`src/rtl/seg7_pkg.sv`:
```
// seg7_pkg: shared definitions for product_to_seg7.
//   - Segment codes for digits 0..9 plus blank and dash, packed as bit6=a .. bit0=g.
//   - FSM state enum for the conversion sequencer.
//   - Width localparams fixed by the multiplier product format.
package seg7_pkg;

  localparam int unsigned PROD_W = 15;
  localparam int unsigned BCD_W  = 20;

  localparam logic [6:0] SEG_0     = 7'b1111110;
  localparam logic [6:0] SEG_1     = 7'b0110000;
  localparam logic [6:0] SEG_2     = 7'b1101101;
  localparam logic [6:0] SEG_3     = 7'b1111001;
  localparam logic [6:0] SEG_4     = 7'b0110011;
  localparam logic [6:0] SEG_5     = 7'b1011011;
  localparam logic [6:0] SEG_6     = 7'b1011111;
  localparam logic [6:0] SEG_7     = 7'b1110000;
  localparam logic [6:0] SEG_8     = 7'b1111111;
  localparam logic [6:0] SEG_9     = 7'b1111011;
  localparam logic [6:0] SEG_BLANK = 7'b0000000;
  localparam logic [6:0] SEG_DASH  = 7'b0000001;

  typedef enum logic [1:0] {
    ST_IDLE,
    ST_LOAD,
    ST_SHIFT,
    ST_ENCODE
  } state_t;

endpackage

```
`src/rtl/bcd_to_seg7.sv`:
```
// bcd_to_seg7: combinational BCD digit to 7-segment code.
//   i_bcd [3:0] : BCD digit 0..9 (codes 10..15 render blank)
//   o_seg [6:0] : segment code, bit6=a .. bit0=g
module bcd_to_seg7
  import seg7_pkg::*;
(
  input  logic [3:0] i_bcd,
  output logic [6:0] o_seg
);

  always_comb begin
    o_seg = SEG_BLANK;
    case (i_bcd)
      4'd0: o_seg = SEG_0;
      4'd1: o_seg = SEG_1;
      4'd2: o_seg = SEG_2;
      4'd3: o_seg = SEG_3;
      4'd4: o_seg = SEG_4;
      4'd5: o_seg = SEG_5;
      4'd6: o_seg = SEG_6;
      4'd7: o_seg = SEG_7;
      4'd8: o_seg = SEG_8;
      4'd9: o_seg = SEG_9;
      default: o_seg = SEG_BLANK;
    endcase
  end

endmodule

```
`src/rtl/product_to_seg7.sv`:
```
// product_to_seg7: converts a 15-bit signed product to four 7-segment digits
// plus sign/overflow flags using a sequential double-dabble engine.
//   clk, rst       : clock, asynchronous active-high reset
//   start          : conversion request, sampled only when idle
//   product [14:0] : two's-complement product, captured on accepted start
//   busy           : conversion in progress
//   done           : one-cycle pulse when the result registers update
//   sign, ovf      : result negative / magnitude above 9999
//   seg3..seg0     : thousands..units digit codes (dashes on ovf)
// Optional build macro LEADING_ZERO_BLANK_EN blanks leading zero digits in seg3..seg1.
module product_to_seg7
  import seg7_pkg::*;
(
  input  logic                clk,
  input  logic                rst,
  input  logic                start,
  input  logic [PROD_W-1:0]   product,
  output logic                busy,
  output logic                done,
  output logic                sign,
  output logic                ovf,
  output logic [6:0]          seg3,
  output logic [6:0]          seg2,
  output logic [6:0]          seg1,
  output logic [6:0]          seg0
);

  state_t              r_state;
  state_t              w_next;
  logic [PROD_W-1:0]   r_prod;
  logic [PROD_W-1:0]   r_mag;
  logic [BCD_W-1:0]    r_bcd;
  logic [BCD_W-1:0]    w_bcd_adj;
  logic [3:0]          r_cnt;
  logic                r_sign_q;
  logic                r_done;
  logic                r_sign;
  logic                r_ovf;
  logic [6:0]          r_seg3, r_seg2, r_seg1, r_seg0;
  logic [6:0]          w_code3, w_code2, w_code1, w_code0;
  logic [6:0]          w_seg3, w_seg2, w_seg1, w_seg0;
  logic                w_ovf;

  // State register
  always_ff @(posedge clk or posedge rst) begin
    if (rst) r_state <= ST_IDLE;
    else     r_state <= w_next;
  end

  // Next-state logic
  always_comb begin
    w_next = r_state;
    case (r_state)
      ST_IDLE:   if (start) w_next = ST_LOAD;
      ST_LOAD:   w_next = ST_SHIFT;
      ST_SHIFT:  if (r_cnt == 4'd14) w_next = ST_ENCODE;
      ST_ENCODE: w_next = ST_IDLE;
      default:   w_next = ST_IDLE;
    endcase
  end

  // Add-3 correction on every BCD nibble that is 5 or more before the shift
  always_comb begin
    w_bcd_adj = r_bcd;
    for (int unsigned i = 0; i < BCD_W / 4; i++) begin
      if (r_bcd[4*i +: 4] >= 4'd5) w_bcd_adj[4*i +: 4] = r_bcd[4*i +: 4] + 4'd3;
    end
  end

  bcd_to_seg7 u_dig3 (.i_bcd(r_bcd[15:12]), .o_seg(w_code3));
  bcd_to_seg7 u_dig2 (.i_bcd(r_bcd[11:8]),  .o_seg(w_code2));
  bcd_to_seg7 u_dig1 (.i_bcd(r_bcd[7:4]),   .o_seg(w_code1));
  bcd_to_seg7 u_dig0 (.i_bcd(r_bcd[3:0]),   .o_seg(w_code0));

  assign w_ovf = (r_bcd[19:16] != 4'd0);

  // Dash on overflow; optional blanking of leading zeros (seg0 always shown)
  always_comb begin
    w_seg3 = w_code3;
    w_seg2 = w_code2;
    w_seg1 = w_code1;
    w_seg0 = w_code0;
    if (w_ovf) begin
      w_seg3 = SEG_DASH;
      w_seg2 = SEG_DASH;
      w_seg1 = SEG_DASH;
      w_seg0 = SEG_DASH;
    end else begin
`ifdef LEADING_ZERO_BLANK_EN
      if (r_bcd[15:12] == 4'd0) begin
        w_seg3 = SEG_BLANK;
        if (r_bcd[11:8] == 4'd0) begin
          w_seg2 = SEG_BLANK;
          if (r_bcd[7:4] == 4'd0) w_seg1 = SEG_BLANK;
        end
      end
`else
      w_seg3 = w_code3;
`endif
    end
  end

  // Datapath and result registers
  always_ff @(posedge clk or posedge rst) begin
    if (rst) begin
      r_prod   <= '0;
      r_mag    <= '0;
      r_bcd    <= '0;
      r_cnt    <= '0;
      r_sign_q <= 1'b0;
      r_done   <= 1'b0;
      r_sign   <= 1'b0;
      r_ovf    <= 1'b0;
      r_seg3   <= SEG_BLANK;
      r_seg2   <= SEG_BLANK;
      r_seg1   <= SEG_BLANK;
      r_seg0   <= SEG_BLANK;
    end else begin
      r_done <= 1'b0;
      case (r_state)
        ST_IDLE: begin
          if (start) r_prod <= product;
        end
        ST_LOAD: begin
          r_sign_q <= r_prod[PROD_W-1];
          // -16384 negates to itself, which reads correctly as unsigned 16384
          r_mag    <= r_prod[PROD_W-1] ? (~r_prod + 1'b1) : r_prod;
          r_bcd    <= '0;
          r_cnt    <= '0;
        end
        ST_SHIFT: begin
          r_bcd <= {w_bcd_adj[BCD_W-2:0], r_mag[PROD_W-1]};
          r_mag <= {r_mag[PROD_W-2:0], 1'b0};
          r_cnt <= r_cnt + 4'd1;
        end
        ST_ENCODE: begin
          r_ovf  <= w_ovf;
          r_sign <= r_sign_q;
          r_seg3 <= w_seg3;
          r_seg2 <= w_seg2;
          r_seg1 <= w_seg1;
          r_seg0 <= w_seg0;
          r_done <= 1'b1;
        end
        default: ;
      endcase
    end
  end

  assign busy = (r_state != ST_IDLE);
  assign done = r_done;
  assign sign = r_sign;
  assign ovf  = r_ovf;
  assign seg3 = r_seg3;
  assign seg2 = r_seg2;
  assign seg1 = r_seg1;
  assign seg0 = r_seg0;

endmodule

```
`config.mk`:
```
export PLATFORM = sky130hd
export DESIGN_NAME = product_to_seg7
export DESIGN_NICKNAME = d
export VERILOG_FILES = /design/src/rtl/seg7_pkg.sv /design/src/rtl/bcd_to_seg7.sv /design/src/rtl/product_to_seg7.sv
export SDC_FILE = /design/constraint.sdc
export NUM_CORES = 1
export LEC_CHECK = 0
export ABC_AREA = 1
export ABC_CLOCK_PERIOD_IN_PS = 3400
export CAP_MARGIN = 20
export CORE_UTILIZATION = 50
export CTS_BUF_LIST = sky130_fd_sc_hd__clkbuf_2
export DETAILED_ROUTE_END_ITERATION = 10
export HOLD_SLACK_MARGIN = 0.06
export PLACE_DENSITY = 0.74
export SYNTH_ARGS = -nofsm -noshare
export SYNTH_HDL_FRONTEND = slang
export SYNTH_HIERARCHICAL = 1
export SYNTH_SLANG_ARGS = --single-unit
```
`constraint.sdc`:
```
create_clock -name clk -period 3.4 [get_ports clk]
set_input_delay 0.51 -clock clk [delete_from_list [all_inputs] [get_ports clk]]
set_output_delay 0.51 -clock clk [all_outputs]
set_load 0.005 [all_outputs]
```
==> impl_metrics.toml, run 1 <==
[run_status]
outcome = "finished, final reports clean"

[setup_path]
critPathKind = "reg -> out"
path_cells = "inv_1, ha_1, inv_1, clkdlybuf4s50_1"
critPathBufInv = 3
slowest_stage = "clkdlybuf4s50_1"
crit_arrival_ns = 1.96
rr_startpoint = "r_state[0]"
cpMostUsedCell = "inv_1"
cp_slowest_stage_delay_ns = 0.50
cp-start-kind = "flip-flop"
crit_path_start = "r_state[0]"
critPathTopFamily = "buffers and inverters"
crit_path_end_kind = "primary output"
cp.required_ns = 2.89
crit_fanout = 4

[power_and_ir_drop]
powerDensity_nw_per_um2 = 740
p_leak_nw = 2.83
ir_drop_v = 0.000358

[routing]
drtPass1Iterations = 4
routed_wl_um = 9780
wire_per_inst_um = 12.0
drt_iter0_drc = 103
drc = 0
vias_per_cell = 5.05
antenna_left = 0
vias = 4113

[finish]
layout.cells.non_filler = 815
area_growth_pct = 13.7
drive_gt1_share_pct = 9.68
nets = 739
stdcell_area_um2 = 5840
antenna_cells = 0

[cts]
cts_tree = "built"
cts_sinks = 88
cts_buffers = 9
root_buffer = "clkbuf_2"
clkSlewWorstSetupHoldPaths_ns = 0.25
cts.repair.resized = 0
clk_latency_ns = 0.57
cts_setup_buffers = 0
h-tree-depth = 3
hold_buffers = 0
clk_path_buf_depth = 2

[die]
start_util_pct = 52.1
die_area_um2 = 10700
die_x_um = 103
num_rows = 36
ios = 50
fp.dieH_um = 103
core_area_um2 = 9860

[flow_run]
maxCapViolations = 0

[synth]
synthMuxAreaShare_pct = 0.438
synth_compound_area_share_pct = 14.0
ys_types = 33
synth_area_um2 = 5140
syn_nets = 693
netlist_instances = 632
synth_edf_count = 0
synth-async-reset-ratio_pct = 100
synth_xor_area_share_pct = 0.853
synthSimpleGateAreaFrac_pct = 21.7
yosysWarningCount = 6
yosysTopAreaCell = "dfrtp_1"
seq_area_frac_synth_pct = 42.9
synth_fa_ha_area_share_pct = 10.5
synth_flop_cell = "dfrtp_1"
synth.avg_cell_area_um2 = 8.13
yosys.area.top_type_share_pct = 42.9
ys_ff_latch = 88
synth_top_family_by_area = "simple AND/OR/NAND/NOR gates"
yosys-top-cells-count = "nand2_1, inv_1, dfrtp_1"
yosysMostFrequentCell = "nand2_1"
synthTopCellsByArea = "dfrtp_1, nand2_1, ha_1"

[sta]
min_period_over_period_pct = 72.7
min_period_ns = 2.47
rsz0062_at_grt = "false"
slew_headroom_pct = 48.7
setup_violations = 0
finalHoldViolations = 0
clock_skew_ns = 0.0268
worst_slew_pin_slew_ns = 0.768
holdWs_ns = 0.273
maxSlewViolCount = 0
timing.fmax_ghz = 0.405
fin_setup_tns_ns = 0
finalWorstSetupSlack_ns = 0.929

[grt]
grt.overflow.total = 0
grt_pass1_vias = 3963
grt_usage_pct = 20.1
grt_antenna_before_repair = 0
grt_max_degree = 54
grt_pass1_wl_um = 16900

[placement]
hpwl_um = 7050
post-place-ws_ns = 1.32
placed_area_um2 = 5710
finalWeightedCongestion = 0.808
io_buffers = 49
dp_cells = 800

[hold_path]
hold_class = "in -> async"
==> cells by family after synthesis <==
kind of cell               after synthesis
muxes                                    2
and+or+nand+nor                        263
adders and majority gates               43
buffers and inverters                  118
DFF                                     88
AOI/OAI and AO/OA                      113
xor gates and xnor gates                 5
==> cells in the final DEF (no fill, tap or decap), types with 4 or more instances in the layout <==
| master | instances |
|---|---|
| xor2_1 | 5 |
| a21oi_1 | 23 |
| clkbuf_2 | 9 |
| clkdlybuf4s50_1 | 49 |
| nor2_1 | 48 |
| inv_2 | 11 |
| o21ai_0 | 41 |
| o22ai_1 | 18 |
| ha_1 | 43 |
| dfrtp_1 | 88 |
| a22o_1 | 9 |
| nand3_1 | 30 |
| nand2_1 | 165 |
| nand3_2 | 4 |
| nand2_2 | 10 |
| inv_1 | 89 |
| a22o_2 | 15 |
==> metal layers <==
metal	vias up	global-route usage (%)	part of all wire, %
met3	9	3.02	2.5
met5	-	0	0
met1	1918	23.3	46
met2	71	36.5	49
met4	0	9.32	1.6
li1	2115	-	-
==> flip-flops by register name, indices dropped and copies added, names as in the netlist <==
register and flops:
r_prod 15, seg2 7, seg1 7, r_state 2, sign 1, done 1, r_bcd 20, r_cnt 4
seg3 7, r_sign_q 1, seg0 7, r_mag 15, ovf 1
==> final cells by class <==
cell class	count	area, um^2
clock buffers	9	45.0
fillers	888	4020
inverters	102	389
well taps	133	166
repair buffers	51	518
flip-flops and latches	88	2200
multi-input cells	426	2440
clock inverters	6	85.1
==> power by group <==
group	switching, mW	internal, mW
combinational	1.05	0.954
clock	0.360	0.236
sequential	0.271	1.45
total	1.68	2.64
==> through the flow <==
stage                     util, %  total power, mW
after floorplan                 -             3.11
after global placement       57.9             3.68
after detailed placement     57.9             3.76
after CTS                    59.2             4.36
after global routing         59.2             4.71
final                        59.2             4.33
==> final timing paths <==
check	endpoint	slack, ns	cells past startpoint
setup / recovery	busy	0.93	4
hold / removal	r_prod[6]	0.27	2
setup reg to reg	r_mag[4]	1.45	7
hold reg to reg	sign	0.53	2
max in group asynchronous	r_bcd[1]	2.43	3
min in group clk	r_prod[12]	0.47	3
No activity file was read; power rests on OpenSTA's default activity.
==> inputs of run 2 (changes only) <==
Settings changed: ABC_CLOCK_PERIOD_IN_PS 3400 to 2400.
Clock period 3.4 ns to 2.4 ns, I/O delays scaled along.
==> run 2 against run 1 <==
Non-clock buffer count grew 9. Critical endpoint unchanged. Via count grew 1.2%. Register-to-register slack lost 0.94 ns. Flip-flop and latch count is the same. Clock skew shrank 0.0047 ns. Highest routed layer unchanged.
==> impl_metrics.toml, run 2 (synthesis results as in run 1) <==
[finish]
layout.cells.non_filler = 825
stdcell_area_um2 = 5890
final_common_cell = "nand2_1"
nets = 748
largest-register = "r_bcd"
drive_gt1_share_pct = 10.7
largest_register_ff_count = 20
utilization_pct = 59.7
top_regs = "r_bcd (20), r_mag (15), r_prod (15)"
area_growth_pct = 14.6
layout_common_cells = "nand2_1, inv_1, dfrtp_1"
antenna_cells = 0

[power_and_ir_drop]
ir_drop_v = 0.000772
p_total_mw = 6.04
p_leak_nw = 2.86
powerDensity_nw_per_um2 = 1030

[grt]
grt_pass1_vias = 3942
grt.overflow.total = 0
grt_max_degree = 27
grt_antenna_before_repair = 0
grt_pass1_wl_um = 17000
grt_usage_pct = 20.2

[sta]
timing.fmax_ghz = 0.440
maxSlewViolCount = 0
min_period_ns = 2.27
worst_slew_pin_slew_ns = 0.484
min_period_over_period_pct = 94.7
setup_violations = 0
fin_setup_tns_ns = 0
clock_skew_ns = 0.0222
rsz0062_at_grt = "false"
slew_headroom_pct = 67.7
finalHoldViolations = 0

[routing]
drc = 0
drtPass1Iterations = 4
routed_wl_um = 9760
wire_per_inst_um = 11.8
antenna_left = 0
vias = 4163
vias_per_cell = 5.05
drt_iter0_drc = 126

[setup_path]
ff2ff_path_depth = 7
crit_arrival_ns = 1.91
ff2ff_setup_slack_ns = 0.51
critPathKind = "reg -> out"
r2r_end = "r_bcd[13]"
rr_startpoint = "r_state[1]"
crit_fanout = 4
crit_path_end_kind = "primary output"
cp-start-kind = "flip-flop"
cp.required_ns = 2.04

[die]
start_util_pct = 52.1
die_x_um = 103
ios = 50
fp.dieH_um = 103
num_rows = 36
die_area_um2 = 10700
core_area_um2 = 9860

[cts]
cts.repair.resized = 0
cts_sinks = 88
cts_tree = "built"
cts_setup_buffers = 0
clk_path_buf_depth = 2
clk_latency_ns = 0.55
root_buffer = "clkbuf_2"
hold_buffers = 0
cts_buffers = 9
h-tree-depth = 3
clkSlewWorstSetupHoldPaths_ns = 0.24

[placement]
finalWeightedCongestion = 0.832
dp_cells = 807
hpwl_um = 7430
placed_area_um2 = 5780
io_buffers = 49

[flow_run]
maxCapViolations = 0

[hold_path]
hold_class = "in -> async"

[run_status]
outcome = "finished, final reports clean"
## run 2: per-stage QoR
| step | setup slack (ns) | hold WS (ns) |
|---|---|---|
| 2_1_floorplan | 0.923 | 0.453 |
| 3_3_place_gp | 0.717 | 0.475 |
| 3_5_place_dp | 0.551 | 0.477 |
| 4_1_cts | 0.0889 | 0.113 |
| 5_1_grt | 0.00375 | 0.117 |
| 6_report | 0.128 | 0.130 |
## run 2: area by class of cell
| cell class | count | area [um^2] |
|---|---|---|
| Inverter | 102 | 392 |
| Clock buffer | 9 | 45.0 |
| Sequential cell | 88 | 2200 |
| Fill cell | 861 | 3980 |
| Timing Repair Buffer | 60 | 598 |
| Multi-Input combinational cell | 426 | 2440 |
| Clock inverter | 7 | 48.8 |
| Tap cell | 133 | 166 |
## run 2: how the worst max path moves through the flow
stage	startpoint	to	depth (start not counted)
final	r_state[0]	busy	4
after global routing	r_state[0]	busy	4
after CTS	r_state[1]	busy	4
after detailed placement	r_state[1]	r_bcd[13]	7
after global placement	r_state[0]	r_mag[3]	7
after floorplan	r_state[0]	r_mag[9]	10
## run 2: critical path, cell delays in order, from the launching register on
cell and delay, ns:
dfrtp_1 0.43, inv_1 0.09, ha_1 0.24, inv_1 0.09, clkdlybuf4s50_1 0.50
## run 2: where the power goes
| part | switching, mW | internal [mW] | leakage [nW] |
|---|---|---|---|
| Combinational | 1.55 | 1.42 | 1.73 |
| Clock | 0.521 | 0.134 | 0.0532 |
| Sequential | 0.346 | 2.06 | 1.08 |
| Total | 2.42 | 3.62 | 2.86 |
## run 2: layer usage
metal / GRT usage (%) / up-vias / wire length, um / part of all wire [%]
met5: 0 / - / 0 / 0
met4: 5.85 / 0 / 135 / 1.4
met3: 3.97 / 18 / 305 / 3.1
met2: 36.8 / 88 / 4720 / 48
met1: 24.1 / 1919 / 4600 / 47
li1: - / 2138 / - / -
==> inputs of run 3 (changes only) <==
Settings changed: CAP_MARGIN 20 to unset.
==> results of run 3 <==
The final DEF is identical to that of run 2; final timing and power are the same.
